==> config.mk <==
export PLATFORM = sky130hd
export DESIGN_NAME = gene_net_seq
export DESIGN_NICKNAME = d
export VERILOG_FILES = /design/src/rtl/gene_net_seq.sv
export SDC_FILE = /design/constraint.sdc
export NUM_CORES = 1
export LEC_CHECK = 0
export ABC_AREA = 1
export BUFFER_PORTS_ARGS = -buffer_cell sky130_fd_sc_hd__buf_2
export CORE_MARGIN = 2
export CORE_UTILIZATION = 30
export CTS_CLUSTER_SIZE = 28
export DETAILED_ROUTE_END_ITERATION = 6
export PLACE_DENSITY = 0.52
export SYNTH_ARGS = -nofsm -noshare
export SYNTH_HDL_FRONTEND = slang
export SYNTH_SLANG_ARGS = --single-unit
==> constraint.sdc <==
create_clock -name clk -period 2.5 [get_ports clk]
set_input_delay 0.25 -clock clk [delete_from_list [all_inputs] [get_ports clk]]
set_output_delay 0.25 -clock clk [all_outputs]
set_load 0.02 [all_outputs]
==> src/rtl/gene_net_seq.sv <==
// Run controller for the 8-gene Boolean network update core: seeds the core, steps it once per clock,
// and stops on a fixed point, a short attractor cycle, or step-budget exhaustion.
// Optional trace port enabled by defining GENE_NET_SEQ_TRACE_EN.
module gene_net_seq #(
    parameter int unsigned W          = 8,
    parameter int unsigned STEP_W     = 8,
    parameter int unsigned HIST_DEPTH = 7
) (
    input  logic              clk,
    input  logic              rst_n,
    input  logic              start,
    input  logic [W-1:0]      seed,
    input  logic [STEP_W-1:0] max_steps,
    output logic [W-1:0]      cur_state,
    input  logic [W-1:0]      nxt_state,
    output logic              busy,
    output logic              done,
    output logic [1:0]        result,
    output logic [3:0]        period,
    output logic [STEP_W-1:0] steps,
    output logic [W-1:0]      final_state
`ifdef GENE_NET_SEQ_TRACE_EN
    ,
    output logic              trace_valid,
    output logic [W-1:0]      trace_state
`endif
);

    localparam int unsigned IDX_W = (HIST_DEPTH > 1) ? $clog2(HIST_DEPTH) : 1;

    localparam logic [1:0] RES_TIMEOUT = 2'd0;
    localparam logic [1:0] RES_FIXED   = 2'd1;
    localparam logic [1:0] RES_CYCLE   = 2'd2;

    typedef enum logic [1:0] {
        S_IDLE,
        S_LOAD,
        S_STEP,
        S_DONE
    } state_t;

    state_t                         state_q, state_d;
    logic [W-1:0]                   seed_q, seed_d;
    logic [STEP_W-1:0]              max_q, max_d;
    logic [HIST_DEPTH-1:0][W-1:0]   hist_q, hist_d;
    logic [HIST_DEPTH-1:0]          hv_q, hv_d;
    logic [W-1:0]                   cur_d, final_d;
    logic                           busy_d, done_d;
    logic [1:0]                     result_d;
    logic [3:0]                     period_d;
    logic [STEP_W-1:0]              steps_d, steps_inc;
    logic                           hit_fix, hit_cyc;
    logic [IDX_W-1:0]               hit_idx;
`ifdef GENE_NET_SEQ_TRACE_EN
    logic                           trace_valid_d;
    logic [W-1:0]                   trace_state_d;
`endif

    // History match: scan oldest to newest so the most recent (smallest index) hit wins.
    always_comb begin
        hit_fix = (nxt_state == cur_state);
        hit_cyc = 1'b0;
        hit_idx = '0;
        for (int i = int'(HIST_DEPTH) - 1; i >= 0; i--) begin
            if (hv_q[i] && (hist_q[i] == nxt_state)) begin
                hit_cyc = 1'b1;
                hit_idx = IDX_W'(i);
            end
        end
    end

    assign steps_inc = steps + STEP_W'(1);

    // Next-state and registered-output computation.
    always_comb begin
        state_d  = state_q;
        seed_d   = seed_q;
        max_d    = max_q;
        hist_d   = hist_q;
        hv_d     = hv_q;
        cur_d    = cur_state;
        final_d  = final_state;
        result_d = result;
        period_d = period;
        steps_d  = steps;
        done_d   = 1'b0;
`ifdef GENE_NET_SEQ_TRACE_EN
        trace_valid_d = 1'b0;
        trace_state_d = trace_state;
`endif

        case (state_q)
            S_IDLE, S_DONE: begin
                if (start) begin
                    seed_d  = seed;
                    max_d   = max_steps;
                    state_d = S_LOAD;
                end
            end
            S_LOAD: begin
                cur_d   = seed_q;
                steps_d = '0;
                hv_d    = '0;
                if (max_q == '0) begin
                    state_d  = S_DONE;
                    done_d   = 1'b1;
                    result_d = RES_TIMEOUT;
                    period_d = 4'd0;
                    final_d  = seed_q;
                end else begin
                    state_d = S_STEP;
                end
            end
            S_STEP: begin
                if (hit_fix) begin
                    state_d  = S_DONE;
                    done_d   = 1'b1;
                    result_d = RES_FIXED;
                    period_d = 4'd1;
                    final_d  = cur_state;
                end else if (hit_cyc) begin
                    state_d  = S_DONE;
                    done_d   = 1'b1;
                    result_d = RES_CYCLE;
                    period_d = 4'(hit_idx) + 4'd2;
                    final_d  = cur_state;
                end else begin
                    hist_d  = {hist_q[HIST_DEPTH-2:0], cur_state};
                    hv_d    = {hv_q[HIST_DEPTH-2:0], 1'b1};
                    cur_d   = nxt_state;
                    steps_d = steps_inc;
`ifdef GENE_NET_SEQ_TRACE_EN
                    trace_valid_d = 1'b1;
                    trace_state_d = nxt_state;
`endif
                    if (steps_inc == max_q) begin
                        state_d  = S_DONE;
                        done_d   = 1'b1;
                        result_d = RES_TIMEOUT;
                        period_d = 4'd0;
                        final_d  = nxt_state;
                    end
                end
            end
            default: state_d = S_IDLE;
        endcase

        busy_d = (state_d == S_LOAD) || (state_d == S_STEP);
    end

    always_ff @(posedge clk or negedge rst_n) begin
        if (!rst_n) begin
            state_q     <= S_IDLE;
            seed_q      <= '0;
            max_q       <= '0;
            hist_q      <= '0;
            hv_q        <= '0;
            cur_state   <= '0;
            final_state <= '0;
            result      <= '0;
            period      <= '0;
            steps       <= '0;
            busy        <= 1'b0;
            done        <= 1'b0;
        end else begin
            state_q     <= state_d;
            seed_q      <= seed_d;
            max_q       <= max_d;
            hist_q      <= hist_d;
            hv_q        <= hv_d;
            cur_state   <= cur_d;
            final_state <= final_d;
            result      <= result_d;
            period      <= period_d;
            steps       <= steps_d;
            busy        <= busy_d;
            done        <= done_d;
        end
    end

`ifdef GENE_NET_SEQ_TRACE_EN
    always_ff @(posedge clk or negedge rst_n) begin
        if (!rst_n) begin
            trace_valid <= 1'b0;
            trace_state <= '0;
        end else begin
            trace_valid <= trace_valid_d;
            trace_state <= trace_state_d;
        end
    end
`endif

endmodule

## After elaboration in Yosys (flattened, before gate mapping)

Index checks and enable logic that the tools add are counted.

- Bits of input ports: 27
- Register bits after elaboration: 113

- Add/subtract/negate cells: 2
- Bitwise logic cells: 2
- Reduce and logical (&&, ||, !) cells: 16
- Mux-type cells: 49
- Equal/unequal tests: 18

Operators with widths:

| kind | count |
|---|---|
| 8-bit == test | 9 |
| 8-bit two-way mux | 8 |
| 8-bit case mux with 2 select lines | 3 |
| 3-bit two-way mux | 7 |
| 2-bit two-way mux | 8 |
| 4-bit two-way mux | 4 |
| 7-bit two-way mux | 2 |
| 7-bit case mux with 2 select lines | 1 |
| 1-bit two-way mux | 12 |
| 3-bit AND reduction | 3 |
| 8-bit by 1-bit adder with 8-bit output, second input constant | 1 |
| 8-bit zero test | 1 |
| 4-bit case mux with 2 select lines | 1 |
| 1-bit logical AND | 7 |
| 2-bit == test, second input constant | 3 |
| 2-bit != test, second input constant | 3 |
| 2-bit case mux with 3 select lines | 1 |
| 3-bit by 2-bit adder with 4-bit output, second input constant | 1 |
| 2-bit by 1-bit == test with 1-bit output, second input constant | 2 |
| 4-bit != test, second input constant | 1 |
| 2-bit case mux with 2 select lines | 1 |
| 2-bit zero test | 1 |
| 1-bit NOT | 2 |
| 1-bit case mux with 2 select lines | 1 |
| 4 further kinds | 4 |

## Longest topological paths before layout

- Depth in word-level cells: 14
- Depth in mapped cells: 18

## Least setup slack after synthesis

OpenSTA, ideal clock, no wires.

- Kind: register to register
- Start: reg state_q[0]
- End: reg hist_q[49] (netlist bit)
- Period minus slack after synthesis: 2,009 ps
- Required time: 2,375 ps
- Path buffers: 2
- Arrival: 1,884 ps
- Slack: 491 ps
- Cell stages (with the launch flop): 9
- Library setup time: 125 ps
- Cell sequence: dfrtp_1 -> inv_1 -> ha_1 -> clkbuf_1 -> clkinv_1 -> nor2_2 -> nand2_8 -> buf_8 -> mux2_4

- Cells in the longest elaborated chain, start to end: 2

RTL lines:

| item | RTL line | RTL |
|---|---|---|
| from (decl) | 42 | `state_t state_q, state_d;` |
| from (signal assigned) | 166 | `state_q <= state_d;` |
| 2-bit == test | 92 | `case (state_q)` |
| 3-bit AND reduction (no source line) | n/a |  |
| to (signal assigned) | 169 | `hist_q <= hist_d;` |
| to (decl) | 45 | `logic [HIST_DEPTH-1:0][W-1:0] hist_q, hist_d;` |

No other way between the ends.
A chain may end at the register's enable or synchronous reset.

## Worst setup path in the final report

- Start: reg cur_state[2]
- End: reg steps[2]

- Cells in the longest elaborated chain, start to end: 3

RTL lines:

| item | RTL line | RTL |
|---|---|---|
| from (decl) | 14 | `output logic [W-1:0] cur_state,` |
| from (signal assigned) | 171 | `cur_state <= cur_d;` |
| 8-bit == test | 61 | `hit_fix = (nxt_state == cur_state);` |
| 2-bit != test (no source line) | n/a |  |
| 3-bit AND reduction (no source line) | n/a |  |
| to (signal assigned) | 175 | `steps <= steps_d;` |
| to (decl) | 20 | `output logic [STEP_W-1:0] steps,` |

No other way between the ends.

==> impl_results.md <==
* CP Max Fanout at 16
* Slew headroom at 54.8%
* Initial DRC count at 370
* Wire per inst at 13.3 um
* Top cells by count, synth: nand2_1 (266), dfrtp_1 (113), o21ai_0 (89)
* VDD IR max at 0.670 mV
* Residual DRC at 0
* Fmax at 466 MHz
* Worst-Margin Slew at 679 ps
* Clk sinks at 113
* Crit. End Element: flip-flop
* Top_reg_cell synth: dfrtp_1
* Final nets at 878
* Die height at 147 um
* R2R Setup Slk at 350 ps
* TritonCTS Buffers at 17
* P&R area growth vs syn at 18.0%
* ANT nets after route at 0
* Root Driver: clkbuf_16
* Depth of the CTS H-tree at 4
* Routability cong. at 0.791
* Post-Route WL at 15,000 um
* Die area at roughly 22,000 um^2
* # setup viols final at 0
* Worst skew pair latency at 420 ps
* Syn nets at 816
* Post-synth EDFFs at 0
* Post-route design area at 7280 um^2
* Area of the core at roughly 20,000 um^2
* Total of max-cap violations at 0
* Final Cycle Share at approximately 86%
* Clk_skew at roughly 12 ps
* Synth warn at 0
* Hold Slack at 70.0 ps
* Largest net degree at the start of global routing at 56
* Met1 wire length at approximately 7400 um
* Setup Crit Path Kind: reg -> reg
* Fin crit period at 2150 ps
* Uppermost layer routed: met4
* Yosys top cell by area: dfrtp_1
* Worst EP required at around 2800 ps
* Overall Global Routing Usage at 14.4%
* Final Max Slew Viols at 0
* Register bit total from synthesis at 113
* N_diodes at 0
* FP Rows at 52
* Cell area after synthesis at 6170 um^2
* DP HPWL at 11,100 um
* Vias post-DR at 5,060
* Hold crit path type: in -> reg
* Most frequent cell after synthesis: nand2_1
* Initial antenna violation count at 0
* Synth Instances at 785
* Leakage power at roughly 3.6 nW
* Pwr dens at 1320 nW/um^2
* Clk buf depth at 2
* Total I/O pin count at 59
* Met3 Wirelength at ~600 um
* Synth top area share at around 46%
* RSZ-0062 raised after global routing: false
* Crit start category: flip-flop
* Met2 WL at 6890 um
* First-pass GRT wire length at roughly 25,000 um
* CTS Hold Bufs at 1
* Gates resized, CTS repair at 0
* CTS tree: done
* Drt pass-1 iters at 5
* Initial Util at 30.5%
* TNS Setup at 0 ps
* Clock Pin Slew Worst Setup and Hold Paths at 50 ps
* Die outline width at around 150 um
* Gr ovfl total at 0
* Unique masters post-synth at 38
* Seq/Total Area, Yosys at a little under half
* Synth async-reset ratio at 100%
* Status: complete, no violations
* Setup repair bufs after CTS at 0
* Crit path DAT at 2430 ps
* Mean area per synthesized cell at 7.86 um^2
* I/O Buffers at between 50 and 60
* Number of global-route vias before repair at just under 5,000
* Layout cell share with drive strength beyond 1 at 18.9%
* DP Area at a little under 7000 um^2
* Via density at 4.49
* Synth area leaders: dfrtp_1 (46%), nand2_1 (16%), o21ai_0 (7.2%)
* Fillcell total at ~2,100
* Hold Violations, Final at 0
## power by group
group	switching [mW]	leakage, nW	total (mW)	internal, mW
logic	2.64	1.93	4.17	1.54
registers	0.563	1.42	3.21	2.64
clock network	0.822	0.272	2.24	1.42
## sequential cells by signal, indices dropped and copies added, names as in the netlist, 4 cells and up
name         count
steps            8
seed_q           8
period           4
cur_state        8
hist_q          56
max_q            8
final_state      8
hv_q             7
## worst max-delay path, cell delays in order (launching register included)
cell and delay, ps:
dfrtp_1 430, inv_1 130, nand2_1 60, nand4_1 70
nor2_1 70, nand2_2 140, inv_1 100, nor2_2 340
nand2_8 170, nand2_2 100, buf_4 240, inv_2 50
nand2_1 50, o21ai_0 70
## metrics by stage
stage	total power, mW	utilization (%)	setup WS [ps]	instances
4_1_cts	9.73	36.0	327	1128
5_1_grt	10.5	36.0	125	1128
3_3_place_gp	7.41	33.3	229	1097
6_report	9.62	36.0	353	1128
2_1_floorplan	6.39	-	491	785
3_5_place_dp	7.45	33.3	211	1097
## layout make-up
class	instances	area, um^2	share of cell area [%]
well taps	270	338	4.64
repair buffers	78	483	6.64
multi-input cells	543	2730	37.6
inverters	94	358	4.92
clock buffers	23	478	6.57
clock inverters	7	60.1	0.825
flip-flops and latches	113	2830	38.9
## placed cells by master (no fill, tap or decap), types with 2 or more instances in the layout
master     count
nand3_1       33
clkbuf_1       3
xor2_1         8
clkinv_2       6
clkbuf_8       3
o21ai_2        2
nor2_1        43
o211ai_1       2
dfrtp_1      113
nand4_1       13
o22ai_2       12
nand2_1      266
inv_1         85
o21ai_0       89
o21ai_1        4
ha_1           4
a21oi_2        8
nor2_2         3
nand3_2        5
buf_4         17
clkbuf_16     17
xnor2_1        8
a21oi_1       16
inv_2          6
buf_2         57
buf_12         3
mux2_2        11
nor3_1         4
inv_4          2
nand2_2        4
## final timing paths
path                           startpoint             end  cells after the start
max reg2reg                  cur_state[2]        steps[2]                     13
min                          max_steps[5]        max_q[5]                      2
max                          cur_state[2]        steps[2]                     13
min in group asynchronous           rst_n        max_q[1]                      2
max in group asynchronous           rst_n      hist_q[24]                      3
min reg2reg                final_state[3]  final_state[3]                      2
## kinds of logic (layout without fill, tap and decap cells)
logic type,after synthesis,in the layout,synth area share (%)
flip-flops,113,113,45.9
buffers and inverters,129,202,9.84
AND/OR/NAND/NOR,377,377,25.6
AO/OA/AOI/OAI,133,133,12.9
adder cells (fa/ha/maj),4,4,0.812
XOR/XNOR,17,17,2.66
multiplexers,12,12,2.25
## per-layer routing
layer	track usage (%)	vias up
met5	0	-
met4	2.88	0
met1	20.4	2359
met2	22.4	87
li1	-	2607
met3	3.80	7
Power figures use the tool's default switching activity.
